[config.mk]
export PLATFORM = sky130hd
export DESIGN_NAME = mem_access_stage_flat
export DESIGN_NICKNAME = d
export VERILOG_FILES = /design/src/rtl/mem_access_stage_pkg.sv /design/src/rtl/mem_access_stage_if.sv /design/src/rtl/mem_align_check.sv /design/src/rtl/mem_access_stage.sv /design/src/flat_wrapper.sv
export SDC_FILE = /design/constraint.sdc
export NUM_CORES = 1
export LEC_CHECK = 0
export BUFFER_PORTS_ARGS = -buffer_cell sky130_fd_sc_hd__buf_2
export CAP_MARGIN = 10
export CORE_AREA = 5 5 164 166
export CTS_CLUSTER_DIAMETER = 80
export DETAILED_ROUTE_END_ITERATION = 10
export DIE_AREA = 0 0 169 171
export HOLD_SLACK_MARGIN = 0.02
export SLEW_MARGIN = 10
export SYNTH_ARGS = -nofsm -noshare
export SYNTH_HDL_FRONTEND = slang
export SYNTH_HIERARCHICAL = 1
export SYNTH_SLANG_ARGS = --single-unit
[constraint.sdc]
create_clock -name clk -period 3.7 [get_ports clk]
set_clock_uncertainty 0.2 [all_clocks]
set_input_delay 0.74 -clock clk [delete_from_list [all_inputs] [get_ports clk]]
set_output_delay 0.74 -clock clk [all_outputs]
set_load 0.1 [all_outputs]
[src/rtl/mem_access_stage_pkg.sv]
// Shared encodings for the RV32I MEM stage: dataMem one-hot opcodes, exception causes
// and FSM states.
package mem_access_stage_pkg;

  localparam int OP_LB  = 10;
  localparam int OP_LH  = 11;
  localparam int OP_LW  = 12;
  localparam int OP_LBU = 13;
  localparam int OP_LHU = 14;
  localparam int OP_SB  = 15;
  localparam int OP_SH  = 16;
  localparam int OP_SW  = 17;

  localparam logic [63:0] INST_LB  = 64'd1 << OP_LB;
  localparam logic [63:0] INST_LH  = 64'd1 << OP_LH;
  localparam logic [63:0] INST_LW  = 64'd1 << OP_LW;
  localparam logic [63:0] INST_LBU = 64'd1 << OP_LBU;
  localparam logic [63:0] INST_LHU = 64'd1 << OP_LHU;
  localparam logic [63:0] INST_SB  = 64'd1 << OP_SB;
  localparam logic [63:0] INST_SH  = 64'd1 << OP_SH;
  localparam logic [63:0] INST_SW  = 64'd1 << OP_SW;

  localparam logic [63:0] LOAD_MASK  = INST_LB | INST_LH | INST_LW | INST_LBU | INST_LHU;
  localparam logic [63:0] STORE_MASK = INST_SB | INST_SH | INST_SW;
  localparam logic [63:0] HALF_MASK  = INST_LH | INST_LHU | INST_SH;
  localparam logic [63:0] WORD_MASK  = INST_LW | INST_SW;

  typedef enum logic [1:0] {
    EXC_NONE      = 2'b00,
    EXC_LOAD_MIS  = 2'b01,
    EXC_STORE_MIS = 2'b10,
    EXC_RANGE     = 2'b11
  } exc_cause_t;

  typedef enum logic [1:0] {
    ST_IDLE    = 2'b00,
    ST_ACCESS  = 2'b01,
    ST_CAPTURE = 2'b10,
    ST_HOLD    = 2'b11
  } state_t;

endpackage

[src/rtl/mem_access_stage_if.sv]
// EX request, dataMem request/response and WB record channels of the MEM stage.
interface mem_access_stage_if #(
  parameter int XLEN   = 32,
  parameter int INST_W = 64
);
  logic              ex_valid;
  logic              ex_ready;
  logic [INST_W-1:0] ex_inst;
  logic [XLEN-1:0]   ex_rs1;
  logic [XLEN-1:0]   ex_imm;
  logic [XLEN-1:0]   ex_rs2;
  logic [4:0]        ex_rd;
  logic [XLEN-1:0]   ex_alu_result;

  logic [INST_W-1:0] dmem_inst;
  logic [XLEN-1:0]   dmem_addr;
  logic [XLEN-1:0]   dmem_wdata;
  logic [XLEN-1:0]   dmem_rdata;

  logic              wb_valid;
  logic              wb_ready;
  logic              wb_we;
  logic [4:0]        wb_rd;
  logic [XLEN-1:0]   wb_data;
  logic              exc_valid;
  logic [1:0]        exc_cause;
  logic [XLEN-1:0]   exc_addr;

  modport master (
    input  ex_valid, ex_inst, ex_rs1, ex_imm, ex_rs2, ex_rd, ex_alu_result,
    output ex_ready,
    output dmem_inst, dmem_addr, dmem_wdata,
    input  dmem_rdata,
    output wb_valid, wb_we, wb_rd, wb_data, exc_valid, exc_cause, exc_addr,
    input  wb_ready
  );

  modport slave (
    output ex_valid, ex_inst, ex_rs1, ex_imm, ex_rs2, ex_rd, ex_alu_result,
    input  ex_ready,
    input  dmem_inst, dmem_addr, dmem_wdata,
    output dmem_rdata,
    input  wb_valid, wb_we, wb_rd, wb_data, exc_valid, exc_cause, exc_addr,
    output wb_ready
  );
endinterface

[src/rtl/mem_align_check.sv]
// Classifies a one-hot op as load/store and flags misaligned or out-of-range addresses;
// misalignment takes priority over range.
module mem_align_check
  import mem_access_stage_pkg::*;
#(
  parameter int XLEN     = 32,
  parameter int INST_W   = 64,
  parameter int MEM_SIZE = 4096
) (
  input  logic [XLEN-1:0]   ea,
  input  logic [INST_W-1:0] op,
  output logic              is_load,
  output logic              is_store,
  output logic              fault,
  output exc_cause_t        cause
);
  logic is_half;
  logic is_word;
  logic misaligned;
  logic out_of_range;

  assign is_load      = |(op & INST_W'(LOAD_MASK));
  assign is_store     = |(op & INST_W'(STORE_MASK));
  assign is_half      = |(op & INST_W'(HALF_MASK));
  assign is_word      = |(op & INST_W'(WORD_MASK));
  assign misaligned   = (is_half & ea[0]) | (is_word & (ea[1:0] != 2'b00));
  assign out_of_range = (is_load | is_store) & (ea >= XLEN'(MEM_SIZE));
  assign fault        = misaligned | out_of_range;

  always_comb begin
    cause = EXC_NONE;
    if (misaligned)        cause = is_load ? EXC_LOAD_MIS : EXC_STORE_MIS;
    else if (out_of_range) cause = EXC_RANGE;
  end
endmodule

[src/rtl/mem_access_stage.sv]
// RV32I MEM stage: one transaction in flight, drives dataMem for exactly one cycle per
// legal access and presents a write-back record to WB over valid/ready.
module mem_access_stage
  import mem_access_stage_pkg::*;
#(
  parameter int XLEN     = 32,
  parameter int INST_W   = 64,
  parameter int MEM_SIZE = 4096
) (
  input  logic               clk,
  input  logic               reset,
  mem_access_stage_if.master bus
);
  state_t            state;
  state_t            next_state;
  state_t            target;
  logic [XLEN-1:0]   ea;
  logic              is_load;
  logic              is_store;
  logic              is_mem;
  logic              fault;
  exc_cause_t        cause;
  logic              ready;
  logic              accept;
  logic              vld_p1;
  logic              vld_p2;

  logic [INST_W-1:0] req_inst_p1;
  logic [XLEN-1:0]   req_addr_p1;
  logic [XLEN-1:0]   req_wdata_p1;
  logic              req_load_p1;

  logic              rec_we_p2;
  logic [4:0]        rec_rd_p2;
  logic [XLEN-1:0]   rec_data_p2;
  logic [XLEN-1:0]   rec_addr_p2;
  logic              rec_exc_p2;
  exc_cause_t        rec_cause_p2;

  assign ea = bus.ex_rs1 + bus.ex_imm;

  mem_align_check #(
    .XLEN     (XLEN),
    .INST_W   (INST_W),
    .MEM_SIZE (MEM_SIZE)
  ) u_align_check (
    .ea       (ea),
    .op       (bus.ex_inst),
    .is_load  (is_load),
    .is_store (is_store),
    .fault    (fault),
    .cause    (cause)
  );

  assign is_mem = is_load | is_store;
  assign ready  = (state == ST_IDLE) | ((state == ST_HOLD) & bus.wb_ready);
  assign accept = bus.ex_valid & ready;
  assign target = (is_mem & ~fault) ? ST_ACCESS : ST_HOLD;

  always_ff @(posedge clk or negedge reset) begin
    if (!reset) state <= ST_IDLE;
    else        state <= next_state;
  end

  always_comb begin
    next_state = state;
    case (state)
      ST_IDLE:    if (accept) next_state = target;
      ST_ACCESS:  next_state = req_load_p1 ? ST_CAPTURE : ST_HOLD;
      ST_CAPTURE: next_state = ST_HOLD;
      ST_HOLD:    if (bus.wb_ready) next_state = accept ? target : ST_IDLE;
      default:    next_state = ST_IDLE;
    endcase
  end

  // p1: dataMem request, captured on accept
  always_ff @(posedge clk) begin
    if (accept) begin
      req_inst_p1  <= bus.ex_inst & INST_W'(LOAD_MASK | STORE_MASK);
      req_addr_p1  <= ea;
      req_wdata_p1 <= bus.ex_rs2;
      req_load_p1  <= is_load;
    end
  end

  // p2: write-back record; load data is written in when CAPTURE closes
  always_ff @(posedge clk) begin
    if (accept) begin
      rec_we_p2    <= ~fault & ~is_store & (bus.ex_rd != 5'd0);
      rec_rd_p2    <= bus.ex_rd;
      rec_data_p2  <= is_mem ? '0 : bus.ex_alu_result;
      rec_addr_p2  <= ea;
      rec_exc_p2   <= fault;
      rec_cause_p2 <= cause;
    end else if (state == ST_CAPTURE) begin
      rec_data_p2  <= bus.dmem_rdata;
    end
  end

  // Outputs are gated by state so reset alone clears them without touching data regs
  assign vld_p1 = (state == ST_ACCESS);
  assign vld_p2 = (state == ST_HOLD);

  assign bus.ex_ready   = ready;
  assign bus.dmem_inst  = vld_p1 ? req_inst_p1  : '0;
  assign bus.dmem_addr  = vld_p1 ? req_addr_p1  : '0;
  assign bus.dmem_wdata = vld_p1 ? req_wdata_p1 : '0;

  assign bus.wb_valid  = vld_p2;
  assign bus.wb_we     = vld_p2 & rec_we_p2;
  assign bus.wb_rd     = vld_p2 ? rec_rd_p2 : '0;
  assign bus.wb_data   = vld_p2 ? rec_data_p2 : '0;
  assign bus.exc_valid = vld_p2 & rec_exc_p2;
  assign bus.exc_cause = vld_p2 ? rec_cause_p2 : EXC_NONE;
  assign bus.exc_addr  = (vld_p2 & rec_exc_p2) ? rec_addr_p2 : '0;
endmodule

[src/flat_wrapper.sv]
// flat-port wrapper written by rule: the top's interface ports become plain ports
module mem_access_stage_flat import mem_access_stage_pkg::*;
#(
  parameter int XLEN     = 32,
  parameter int INST_W   = 64,
  parameter int MEM_SIZE = 4096
)
  (clk, reset, bus_ex_valid, bus_ex_inst, bus_ex_rs1, bus_ex_imm, bus_ex_rs2, bus_ex_rd, bus_ex_alu_result, bus_ex_ready, bus_dmem_inst, bus_dmem_addr, bus_dmem_wdata, bus_dmem_rdata, bus_wb_valid, bus_wb_we, bus_wb_rd, bus_wb_data, bus_exc_valid, bus_exc_cause, bus_exc_addr, bus_wb_ready);
  mem_access_stage_if #(.XLEN(XLEN), .INST_W(INST_W)) bus_i ();
  input  logic clk;
  input  logic reset;
  input wire logic [$bits(bus_i.ex_valid)-1:0] bus_ex_valid;
  input wire logic [$bits(bus_i.ex_inst)-1:0] bus_ex_inst;
  input wire logic [$bits(bus_i.ex_rs1)-1:0] bus_ex_rs1;
  input wire logic [$bits(bus_i.ex_imm)-1:0] bus_ex_imm;
  input wire logic [$bits(bus_i.ex_rs2)-1:0] bus_ex_rs2;
  input wire logic [$bits(bus_i.ex_rd)-1:0] bus_ex_rd;
  input wire logic [$bits(bus_i.ex_alu_result)-1:0] bus_ex_alu_result;
  output wire logic [$bits(bus_i.ex_ready)-1:0] bus_ex_ready;
  output wire logic [$bits(bus_i.dmem_inst)-1:0] bus_dmem_inst;
  output wire logic [$bits(bus_i.dmem_addr)-1:0] bus_dmem_addr;
  output wire logic [$bits(bus_i.dmem_wdata)-1:0] bus_dmem_wdata;
  input wire logic [$bits(bus_i.dmem_rdata)-1:0] bus_dmem_rdata;
  output wire logic [$bits(bus_i.wb_valid)-1:0] bus_wb_valid;
  output wire logic [$bits(bus_i.wb_we)-1:0] bus_wb_we;
  output wire logic [$bits(bus_i.wb_rd)-1:0] bus_wb_rd;
  output wire logic [$bits(bus_i.wb_data)-1:0] bus_wb_data;
  output wire logic [$bits(bus_i.exc_valid)-1:0] bus_exc_valid;
  output wire logic [$bits(bus_i.exc_cause)-1:0] bus_exc_cause;
  output wire logic [$bits(bus_i.exc_addr)-1:0] bus_exc_addr;
  input wire logic [$bits(bus_i.wb_ready)-1:0] bus_wb_ready;
  assign bus_i.ex_valid = bus_ex_valid;
  assign bus_i.ex_inst = bus_ex_inst;
  assign bus_i.ex_rs1 = bus_ex_rs1;
  assign bus_i.ex_imm = bus_ex_imm;
  assign bus_i.ex_rs2 = bus_ex_rs2;
  assign bus_i.ex_rd = bus_ex_rd;
  assign bus_i.ex_alu_result = bus_ex_alu_result;
  assign bus_ex_ready = bus_i.ex_ready;
  assign bus_dmem_inst = bus_i.dmem_inst;
  assign bus_dmem_addr = bus_i.dmem_addr;
  assign bus_dmem_wdata = bus_i.dmem_wdata;
  assign bus_i.dmem_rdata = bus_dmem_rdata;
  assign bus_wb_valid = bus_i.wb_valid;
  assign bus_wb_we = bus_i.wb_we;
  assign bus_wb_rd = bus_i.wb_rd;
  assign bus_wb_data = bus_i.wb_data;
  assign bus_exc_valid = bus_i.exc_valid;
  assign bus_exc_cause = bus_i.exc_cause;
  assign bus_exc_addr = bus_i.exc_addr;
  assign bus_i.wb_ready = bus_wb_ready;
  mem_access_stage #(.XLEN(XLEN), .INST_W(INST_W), .MEM_SIZE(MEM_SIZE)) u_core (.clk(clk), .reset(reset), .bus(bus_i));
endmodule
# Yosys cells after proc, flatten, opt, wreduce, memory -nomap -nowiden
# Cells that the tools add are included.
# totals
reg_bits	116
out_inout_bits	203
in_bits	233
wordCells	61
# classes
addsub	1
n_eq_ne	5
bitwise	16
n_mux	19
order_cmp	1
reduce_logical	9
# ops
cell	count
$mux 32	7
$add 32x32->32	1
$ge 32x13->1 const B	1
$mux 18	1
$mux 2	8
$and 1x1->1	10
$pmux 2 s4	1
$reduce_or 3->1	2
$mux 5	1
$reduce_bool 5->1	1
$reduce_or 5->1	1
$eq 2x2->1 const B	2
$or 1x1->1	4
$reduce_bool 2->1	2
$eq 2x1->1 const B	1
$logic_not 2->1	1
$ne 2x1->1 const B	1
$ne 2x2->1 const B	1
$not 1->1	2
$reduce_and 2->1	1
$reduce_or 2->1	1
$mux 1	1

# Logic depth before layout (Yosys ltp)
# Gate-level depths: netlist (run 1).
# depth
word_depth	11
mapped_depth	14
depth_no_buf	14

# By module
# The synthesis (run 1) kept the hierarchy.
# by_module_without_submodules
module	area_each_um2	cells_each	seq_area_each_um2	n_inst
mem_access_stage	7260.7	717	3473.3	1
mem_align_check	147.6	23	0.0	1

# Worst setup path after synthesis (run 1)
# No wires, ideal clock.
# synth_timing
path_kind	register to register
start	reg u_core.state[0]
end	reg u_core.rec_addr_p2[0] (enable)
period_less_slack_ns	5.674
path_buffers	3
path_slack_ns	-1.974
setup_ns	0.436
t_arrival_ns	5.038
path_stages_with_launch	7
required_ns	3.064
path_cell_list	dfrtp_1 > clkbuf_1 > o21ai_0 > nand2_1 > buf_2 > buf_2 > inv_1
# synth_between
elab_chain_cells	4
elab_cells_between_ends	5
cone_classes	eq/ne: 1; bitwise: 3; reduce/logical: 1
# synth_rtl
item	line_no	rtl
start: declaration	mem_access_stage.sv:14	state_t state;
start signal: assignment	mem_access_stage.sv:62	else state <= next_state;
$eq 2x2->1	mem_access_stage.sv:56	assign ready = (state == ST_IDLE) | ((state == ST_HOLD) & bus.wb_ready);
$and 1x1->1	mem_access_stage.sv:56	
$or 1x1->1 *	mem_access_stage.sv:56	
net bus_ex_ready	flat_wrapper.sv:19	output wire logic [$bits(bus_i.ex_ready)-1:0] bus_ex_ready;
$and 1x1->1 *	mem_access_stage.sv:57	assign accept = bus.ex_valid & ready;
end signal: assignment	mem_access_stage.sv:92	rec_addr_p2 <= ea;
end: declaration	mem_access_stage.sv:36	logic [XLEN-1:0] rec_addr_p2;
# Mark *: on every way through the listed nets, which the timed path passes. The rest lies on a longest branch.
# A chain may end at the register's enable or synchronous reset.

# Final worst setup path (run 1)
# layout_timing
start	in bus_ex_rs1[1]
end	reg u_core.rec_cause_p2[1] (data pin)
# layout_between
elab_chain_cells	5
elab_cells_between_ends	8
cone_classes	add/sub: 1; order compare: 1; mux: 2; bitwise: 3; reduce/logical: 1
# layout_rtl
item	line_no	rtl
start: declaration	flat_wrapper.sv:14	input wire logic [$bits(bus_i.ex_rs1)-1:0] bus_ex_rs1;
$add 32x32->32	mem_access_stage.sv:40	assign ea = bus.ex_rs1 + bus.ex_imm;
net u_core.ea[21]	mem_access_stage.sv:17	logic [XLEN-1:0] ea;
$ge 32x13->1	mem_align_check.sv:27	assign out_of_range = (is_load | is_store) & (ea >= XLEN'(MEM_SIZE));
$and 1x1->1	mem_align_check.sv:27	
$mux 2	mem_align_check.sv:33	else if (out_of_range) cause = EXC_RANGE;
$mux 2	mem_align_check.sv:32	if (misaligned) cause = is_load ? EXC_LOAD_MIS : EXC_STORE_MIS;
net u_core.cause[1]	mem_access_stage.sv:22	exc_cause_t cause;
end signal: assignment	mem_access_stage.sv:94	rec_cause_p2 <= cause;
end: declaration	mem_access_stage.sv:38	exc_cause_t rec_cause_p2;
# The timed path passes the listed nets, and every way through them passes these cells.

==> results.cfg, run 1 <==
[outcome]
status = finished, final reports clean

[route]
antenna_left = 0
num_vias = 6650
drt-pass1-iter-count = 5
drc = 0
drt-vias-per-instance = 4.478
wl_um = 23210
drt_iter0_drc = 327
wl_per_cell_um = 15.63

[clock_network]
cts_buffers = 17
clockBufferDepth = 2
htree_levels = 4
cts_root_buffer = clkbuf_16
tritoncts = yes
clk_pin_slew_worst_paths_ps = 60
clock_sinks = 116
clk-insertion-delay-late_ps = 400

[setup_path]
cp.arrival_ps = 3490
critPathLaunchType = input pin
critPathKind = in -> reg
end_kind = flip-flop
cp_max_fo = 3
worst-endpoint-required_ps = 3640

[power_and_ir_drop]
pwr_density_cell_nw_per_um2 = 551.3
irDropWorstVdd_mv = 0.3158
finalPower_mw = 6.162
power_leakage_nw = 5.069

[floorplan]
start_util = 0.2909
die_area_sq_um = 28900
die-width_um = 169
boundaryPins = 436
coreArea_sq_um = 25470
rows = 59
chipHeight_um = 171

[synth]
synth_cell_types = 61
synth_seq_area_share = 0.4688
synth-edff-count = 114
ys_async_sr_fraction = 0.01724
synthesis.instances = 740
syn_avg_cell_area_sq_um = 10.01
synth_area_sq_um = 7408
ys.flop_type = edfxtp_1
synth-seq-cells = 116
synth_warnings = 6

[place]
dpl.hpwl_um = 18710
postPlaceCellArea_sq_um = 10550
port-buffer-count = 323
gp_congestion = 0.8822
dp_cells = 1449

[sta]
maxSlewHeadroom = 0.5667
clock.fmax_mhz = 281.5
setup_violations = 0
hold_viol_final = 0
post-route-period-util = 0.9600
rsz0062_at_grt = no
worstMarginPinSlew_ps = 650.0
setup_tns_ps = 0
min_period_ps = 3552
slew_violations = 0

[worst_hold_path]
min_path_type = in -> reg

[layout]
n_fill_cell = 2463
drive_above_1_share = 0.4195
design_area_sq_um = 11180
instances_no_fill = 1485
final_common_cell = buf_2
nets = 1401
postLayoutCoreUtil = 0.4389
syn2layout_area_growth_pct = 50.87
layout_common_cells = buf_2 (272), edfxtp_1 (114), and2_1 (106)

[global_routing]
grt_pass1_vias = 6406
track_usage = 0.1502
grt_max_degree = 67
antenna_found_initial = 1
gr-total-overflow = 0
grt_first_pass_wirelength_um = 34330

[flow_run]
cap_violations = 0
==> final cells by class <==
class                   instances  area [sq um]  area share
diodes                          1         2.502   0.0002239
clock inverters                14         152.6     0.01366
inverters                      18         71.32    0.006381
clock buffers                  18         429.2     0.03840
flip-flops and latches        116          3473      0.3108
repair buffers                415          3088      0.2763
well taps                     335         419.2     0.03750
multi-input cells             568          3541      0.3168
==> path summary, 6_finish.rpt <==
check | startpoint | endpoint | slack, ps | cells past startpoint
setup / recovery | bus_ex_rs1[1] | u_core/rec_cause_p2[1]$_DFFE_PN_ | 150 | 14
hold / removal | bus_ex_rs2[0] | u_core/req_wdata_p1[0]$_DFFE_PN_ | 310 | 1
setup reg to reg | u_core/state[1]$_DFFE_PN0P_ | u_core/rec_data_p2[25]$_DFFE_PP_ | 790 | 8
hold reg to reg | u_core/req_load_p1$_DFFE_PN_ | u_core/state[0]$_DFFE_PN0P_ | 360 | 3
max in group asynchronous | reset | u_core/state[0]$_DFFE_PN0P_ | 2710 | 2
min in group asynchronous | reset | u_core/state[1]$_DFFE_PN0P_ | 490 | 2
==> cells in the mapped netlist (17+ instances only) <==
master / instances / area share
edfxtp_1: 114 / 0.46
clkbuf_1: 27 / 0.014
a21oi_1: 27 / 0.018
xnor2_1: 17 / 0.020
inv_1: 18 / 0.0091
and3_1: 42 / 0.035
ha_1: 31 / 0.052
nand2_1: 90 / 0.046
buf_4: 58 / 0.059
nor2_1: 27 / 0.014
and2_1: 107 / 0.090
o21ai_0: 51 / 0.034
==> stage by stage <==
stage / setup WS (ps) / hold WS (ps)
after detailed placement: -549.8 / 322.9
after global placement: -473.9 / 316.8
after CTS: 3.666 / 281.4
after floorplan: 10.24 / 244.4
after global routing: 5.964 / 277.0
final: 148.1 / 306.1
==> power breakdown <==
group	internal, mW	switching, mW
clock network	0.997	0.609
registers	1.62	0.0392
logic	0.758	2.14
total	3.37	2.79
==> registers in the layout (all words and copies together), names as in the netlist <==
signal and cells:
u_core/req_load_p1 1, u_core/rec_rd_p2 5, u_core/rec_we_p2 1, u_core/rec_cause_p2 2, u_core/req_inst_p1 8, u_core/state 2, u_core/rec_exc_p2 1, u_core/rec_addr_p2 32
u_core/rec_data_p2 32, u_core/req_wdata_p1 32
==> critical path: stages <==
cell and delay, ps:
buf_2 120, buf_4 120, ha_1 310, a211oi_2 270, o211ai_2 180, a21boi_2 250, o31ai_4 100, a41oi_1 300
xnor2_1 130, nor4_1 270, nand3_1 240, buf_4 200, nor3_2 180, a211oi_1 70
==> routing by layer <==
metal / GRT usage / wire length, um / up-vias
li1: - / - / 3318
met1: 0.1788 / 9224 / 3082
met3: 0.02981 / 1481 / 19
met4: 0.04550 / 302 / 0
met5: 0 / 0 / -
met2: 0.2741 / 12210 / 231
==> repair_timing <==
action                                  4_1_cts  5_1_grt
setup buffers                                 0        2
endpoints found under the hold margin         2        0
resized for setup                             1        5
endpoints found under the setup margin        4        5
hold buffers                                  1        0
pin swaps                                     3       11
==> cell families (layout without fill, tap and decap cells) <==
kind of cell / after synthesis / after routing / share of synthesized area
AOI/OAI and AO/OA: 143 / 143 / 0.1333
buffers and inverters: 111 / 465 / 0.08782
adders and majority gates: 32 / 32 / 0.05506
other: 1 / 57 / 0.0005062
DFF: 116 / 116 / 0.4688
muxes: 1 / 1 / 0.001351
xor gates and xnor gates: 27 / 27 / 0.03192
and+or+nand+nor: 309 / 309 / 0.2212
(Power assumes the default switching activity.)
==> run 2, diff against run 1 <==
CORE_AREA = 5 5 165 167   (was 5 5 164 166)
DIE_AREA = 0 0 170 172   (was 0 0 169 171)
SYNTH_HIERARCHICAL = unset   (was 1)
==> run 2 against run 1 <==
Net effect: first-iteration DRC count grew 8.0%; clock-buffer cell count did not move; design area is 3.0% lower; critical path type unchanged; critical endpoint is now u_core.rec_we_p2$_DFFE_PP_.
==> results.cfg, run 2 <==
[place]
dpl.hpwl_um = 18860
gp_congestion = 0.8337
postPlaceCellArea_sq_um = 10230
port-buffer-count = 323

[setup_path]
worst-endpoint-required_ps = 3770
critPathLaunch = bus_ex_imm[0]
ff2ff_path_depth = 8
r2r-end = u_core.rec_data_p2[9]$_DFFE_PP_
end_kind = flip-flop
critPathKind = in -> reg
ff2ff_setup_slack_ps = 1120
r2r-start = u_core.state[1]$_DFFE_PN0P_
cp.arrival_ps = 3600
critPathLaunchType = input pin
cp_max_fo = 5
crit_path_end = u_core.rec_we_p2$_DFFE_PP_

[route]
drt-pass1-iter-count = 6
drt-vias-per-instance = 4.526
antenna_left = 0
drc = 0
drt_iter0_drc = 353
num_vias = 6468
wl_per_cell_um = 16.41
wl_um = 23450

[sta]
setup_violations = 0
min_period_ps = 3530
worstMarginPinSlew_ps = 612.3
slew_violations = 0
setup_tns_ps = 0
maxSlewHeadroom = 0.5880
clock.fmax_mhz = 283.3
rsz0062_at_grt = no
hold_viol_final = 0
post-route-period-util = 0.9541

[synth]
syn_avg_cell_area_sq_um = 10.68
synth_cell_types = 70
synth_area_leaders = edfxtp_1 (46%), and2_1 (9.7%), buf_4 (5.7%)
synth-seq-cells = 116
netlist.area_leader.share = 0.4581
synth_seq_area_share = 0.4648
synth_top_cell_by_area = edfxtp_1
synth_warnings = 0
synth-edff-count = 114
synthesis.instances = 700
synth_area_sq_um = 7473
ys.flop_type = edfxtp_1
synth_most_common_cell = and2_1
ys_async_sr_fraction = 0.01724
ys_top_cells_by_count = and2_1 (116), edfxtp_1 (114), buf_4 (57)

[floorplan]
coreArea_sq_um = 25620
chipHeight_um = 172
boundaryPins = 436
rows = 59
die-width_um = 170
die_area_sq_um = 29240
start_util = 0.2918

[worst_hold_path]
whs_path_depth = 1
min_path_type = in -> reg

[clock_network]
clk_pin_slew_worst_paths_ps = 60
clk-insertion-delay-late_ps = 400
cts_buffers = 17
cts_root_buffer = clkbuf_16
clock_sinks = 116
post_cts_buffers = 0
tritoncts = yes
clockBufferDepth = 2
htree_levels = 4

[global_routing]
grt_first_pass_wirelength_um = 33780
antenna_found_initial = 0
grt_max_degree = 83
grt_pass1_vias = 6207
track_usage = 0.1474
gr-total-overflow = 0

[power_and_ir_drop]
irDropWorstVdd_mv = 0.3043
finalPower_mw = 6.121
switching_share = 0.4554
internal_power_mw = 3.333
p_clk_frac = 0.265
p_sw_mw = 2.787
power_leakage_nw = 5.010
pwr-share-comb = 0.466
pwr_density_cell_nw_per_um2 = 564.3
share_seq_of_total_power = 0.269

[layout]
antenna-diode-count = 0
reg_top3 = u_core.rec_addr_p2: 32 flops, u_core.rec_data_p2: 32 flops, u_core.req_wdata_p1: 32 flops
drive_above_1_share = 0.4214
n_fill_cell = 2503
nets = 1346
syn2layout_area_growth_pct = 45.14
final_common_cell = buf_2
layout_common_cells = buf_2 (290), and2_1 (115), edfxtp_1 (114)
design_area_sq_um = 10850

[flow_run]
cap_violations = 0

[outcome]
status = finished, final reports clean
## run 2: cell types whose count changed after synthesis, sizes merged, moves of 5 or more
| cell | delta |
|---|---|
| a22o | +32 |
| a21oi | +9 |
| a21o | +8 |
| xnor2 | -7 |
| nor2 | -7 |
| nand2 | -65 |
| o21ai | -34 |
| and2 | +10 |
| a21boi | +5 |
## run 2: per-layer routing
layer,share of wire,GRT usage
met1,0.41,0.1725
met4,0.014,0.03750
met3,0.056,0.02995
met5,0,0
met2,0.52,0.2759
## run 2: how the worst min path moves through the flow
| stage | start | end | slack (ps) |
|---|---|---|---|
| 3_3_place_gp | reset | u_core.state[0]$_DFFE_PN0P_ | 330 |
| 6_report | bus_ex_rs2[5] | u_core.req_wdata_p1[5]$_DFFE_PP_ | 300 |
| 4_1_cts | bus_ex_rs2[27] | u_core.req_wdata_p1[27]$_DFFE_PP_ | 280 |
| 5_1_grt | bus_ex_rs2[9] | u_core.req_wdata_p1[9]$_DFFE_PP_ | 270 |
| 3_5_place_dp | reset | u_core.state[0]$_DFFE_PN0P_ | 330 |
| 2_1_floorplan | reset | u_core.state[0]$_DFFE_PN0P_ | 240 |
## run 2: cells by family (layout without fill, tap and decap cells)
group,count (synthesis),in the layout,synth area share
flip-flops,116,116,0.4648
AO/OA/AOI/OAI,167,167,0.1681
AND/OR/NAND/NOR,257,257,0.2011
buffers and inverters,106,445,0.08605
other,1,56,0.0005018
adder cells (fa/ha/maj),32,32,0.05458
multiplexers,2,2,0.002679
XOR/XNOR,19,19,0.02227
## run 2: power by group through the flow
stage               Clock, mW  Combinational [mW]  Sequential [mW]
global route             1.74                2.97             1.66
floorplan                   0                2.16             1.66
global placement            0                2.86             1.67
CTS                      1.67                2.87             1.65
detailed placement          0                2.86             1.68
finish                   1.62                2.85             1.65
## run 2: final cells by class
type | count | area, sq um | share of cell area
clock buffers | 18 | 429.2 | 0.03957
clock inverters | 14 | 153.9 | 0.01419
inverters | 15 | 60.06 | 0.005537
multi-input cells | 533 | 3608 | 0.3327
flip-flops and latches | 116 | 3473 | 0.3202
well taps | 335 | 419.2 | 0.03864
repair buffers | 398 | 2703 | 0.2492
## run 2: per-stage QoR
stage,instances,hold WS [ps],util,setup WS (ps)
2_1_floorplan,755,244.4,-,2.169
3_3_place_gp,1396,326.8,0.3993,-349.5
3_5_place_dp,1396,326.7,0.3993,-368.3
4_1_cts,1429,278.4,0.4224,65.03
5_1_grt,1429,271.6,0.4234,0.2993
6_report,1429,301.9,0.4234,169.9
## run 2: repair_timing
action	CTS	global route
hold endpoints to repair	2	0
hold buffers	1	0
gates resized for setup	0	4
setup endpoints to repair	0	4
## run 2: worst max-delay path, stage by stage
cell	delay, ps
buf_2	100
ha_1	220
fa_1	420
a211oi_2	260
o211ai_2	180
a31o_2	280
a2111oi_4	340
nor3_1	140
a311oi_2	190
nand4_1	120
and4b_4	410
o221a_1	200
==> run 3, diff against run 2 <==
ABC_AREA = 1   (was unset)
CORE_AREA = 5 5 168 170   (was 5 5 165 167)
DIE_AREA = 0 0 173 175   (was 0 0 170 172)
==> run 3 against run 2 <==
Net effect: synthesized area up 9.3%; largest cell class is now sequential cells; cell count up 25%; first-iteration DRC count up 0.28%.
==> results.cfg, run 3 <==
[outcome]
status = finished, final reports clean

[synth]
synthesis.instances = 1108
synth-edff-count = 114
synth-xor-area-share = 0.01287
ys_top_cells_by_count = nand2_1 (260), inv_1 (252), nor2_1 (188)
synth_warnings = 0
synth-seq-cells = 116
synth_top_cell_by_area = edfxtp_1
synth-simple-area-share = 0.2838
synth_top_family_by_area = simple AND/OR/NAND/NOR gates
synth_compound_area_frac = 0.04595
muxShareOfSynthArea = 0
netlist.area_leader.share = 0.4191
synth_cell_types = 36
synthAdderAreaFrac = 0.04993
syn_avg_cell_area_sq_um = 7.373
ys_async_sr_fraction = 0.01724
synth_area_leaders = edfxtp_1 (42%), nand2_1 (12%), inv_1 (12%)
synth_seq_area_share = 0.4252
synth_most_common_cell = nand2_1
ys.flop_type = edfxtp_1
synth_area_sq_um = 8169

[route]
drt-vias-per-instance = 4.143
drt_iter0_drc = 354
wl_um = 24060
antenna_left = 0
drc = 0
drt-pass1-iter-count = 5
wl_per_cell_um = 13.43
num_vias = 7421

[setup_path]
cp.arrival_ps = 2420
path_buf_inv = 4
critPathLaunchType = flip-flop
cp_max_fo = 52
max_stage_delay_ps = 700
r2r-end = u_core.rec_data_p2[8]$_DFFE_PP_
end_kind = output pin
critPathKind = reg -> out
ff2ff_path_depth = 8
cp_top_family = buffers and inverters
crit_path_end = bus_dmem_wdata[22]
path_cells = inv_1 > nor2_1 > inv_2 > buf_4 > nor2_1 > buf_2
path_depth = 6
worst-endpoint-required_ps = 2760
crit_slowest_cell = inv_2
critPathLaunch = u_core.state[0]$_DFFE_PN0P_
path_common_cell = nor2_1
ff2ff_setup_slack_ps = 1260
r2r-start = u_core.state[0]$_DFFE_PN0P_

[global_routing]
grt_max_degree = 53
antenna_found_initial = 0
grt_pass1_vias = 7001
track_usage = 0.1515
grt_first_pass_wirelength_um = 36410
gr-total-overflow = 0

[power_and_ir_drop]
pwr_density_cell_nw_per_um2 = 922.7
power_leakage_nw = 6.102
finalPower_mw = 9.812
irDropWorstVdd_mv = 0.4237

[sta]
slew_violations = 0
post-route-period-util = 0.9073
setup_tns_ps = 0
setup_violations = 0
rsz0062_at_grt = no
min_period_ps = 3357
maxSlewHeadroom = 0.3443
worstMarginPinSlew_ps = 983.5
clock.fmax_mhz = 297.9
hold_viol_final = 0

[clock_network]
ctsResizeCount = 0
clock_sinks = 116
cts_root_buffer = clkbuf_16
clk_pin_slew_worst_paths_ps = 60
cts_hold_buffers = 1
clockBufferDepth = 2
post_cts_buffers = 0
tritoncts = yes
cts_buffers = 17
htree_levels = 4
clk-insertion-delay-late_ps = 400

[floorplan]
rows = 60
coreArea_sq_um = 26580
boundaryPins = 436
die-width_um = 173
die_area_sq_um = 30280
chipHeight_um = 175
start_util = 0.3074

[layout]
design_area_sq_um = 10630
antenna-diode-count = 0
layout_common_cells = buf_2 (322), nand2_1 (256), inv_1 (250)
final_common_cell = buf_2
reg_top3 = u_core.rec_addr_p2: 32 flops, u_core.rec_data_p2: 32 flops, u_core.req_wdata_p1: 32 flops
drive_above_1_share = 0.2938
nets = 1702
syn2layout_area_growth_pct = 30.17
postLayoutCoreUtil = 0.4001
n_fill_cell = 2812

[place]
gp_congestion = 0.8672
dpl.hpwl_um = 20060
port-buffer-count = 323
postPlaceCellArea_sq_um = 10040

[worst_hold_path]
min_path_type = in -> reg

[flow_run]
cap_violations = 0
run 3: cells by family (layout without fill, tap and decap cells):
kind of cell             count (synthesis)  count (layout)
AO/OA/AOI/OAI                           68              68
XOR/XNOR                                12              12
adder cells (fa/ha/maj)                 32              32
buffers and inverters                  339             626
flip-flops                             116             116
other                                    1              56
AND/OR/NAND/NOR                        540             540
run 3: power by group:
part	leakage [nW]	switching (mW)	total [mW]	internal (mW)
clock	0.277	0.602	1.60	0.997
combinational	4.74	5.41	6.21	0.806
sequential	1.09	0.101	2.00	1.90
run 3: metrics by stage:
step           instances  worst slack, ps  hold slack [ps]
4_1_cts             1791            313.6            275.1
5_1_grt             1791            175.2            267.7
2_1_floorplan       1163           -2.579            244.4
3_5_place_dp        1758            295.9            323.7
6_report            1791            343.0            300.5
3_3_place_gp        1758            314.8            320.9
run 3: worst min path at each step:
stage / start / endpoint / cells past startpoint
final: bus_ex_rs2[4] / u_core.req_wdata_p1[4]$_DFFE_PP_ / 1
after global routing: bus_ex_rs2[4] / u_core.req_wdata_p1[4]$_DFFE_PP_ / 1
after CTS: bus_ex_rs2[3] / u_core.req_wdata_p1[3]$_DFFE_PP_ / 1
after detailed placement: u_core.req_load_p1$_DFFE_PP_ / u_core.state[0]$_DFFE_PN0P_ / 3
after global placement: u_core.req_load_p1$_DFFE_PP_ / u_core.state[0]$_DFFE_PN0P_ / 3
after floorplan: reset / u_core.state[0]$_DFFE_PN0P_ / 0
run 3: area by class of cell:
| class | instances | area (sq um) | share of cell area |
|---|---|---|---|
| Inverter | 263 | 997.2 | 0.09378 |
| Multi-Input combinational cell | 708 | 3460 | 0.3253 |
| Timing Repair Buffer | 331 | 1694 | 0.1593 |
| Sequential cell | 116 | 3473 | 0.3266 |
| Clock buffer | 18 | 429.2 | 0.04036 |
| Clock inverter | 14 | 153.9 | 0.01447 |
| Tap cell | 341 | 426.7 | 0.04012 |
run 3: layer usage:
metal  track usage  up-vias  part of all wire  wire length [um]
li1              -     3901                 -                 -
met1        0.1809     3279              0.42             10050
met2        0.2740      217              0.52             12430
met3       0.03116       24             0.049              1171
met4       0.04722        0             0.017               410
met5             0        -                 0                 0
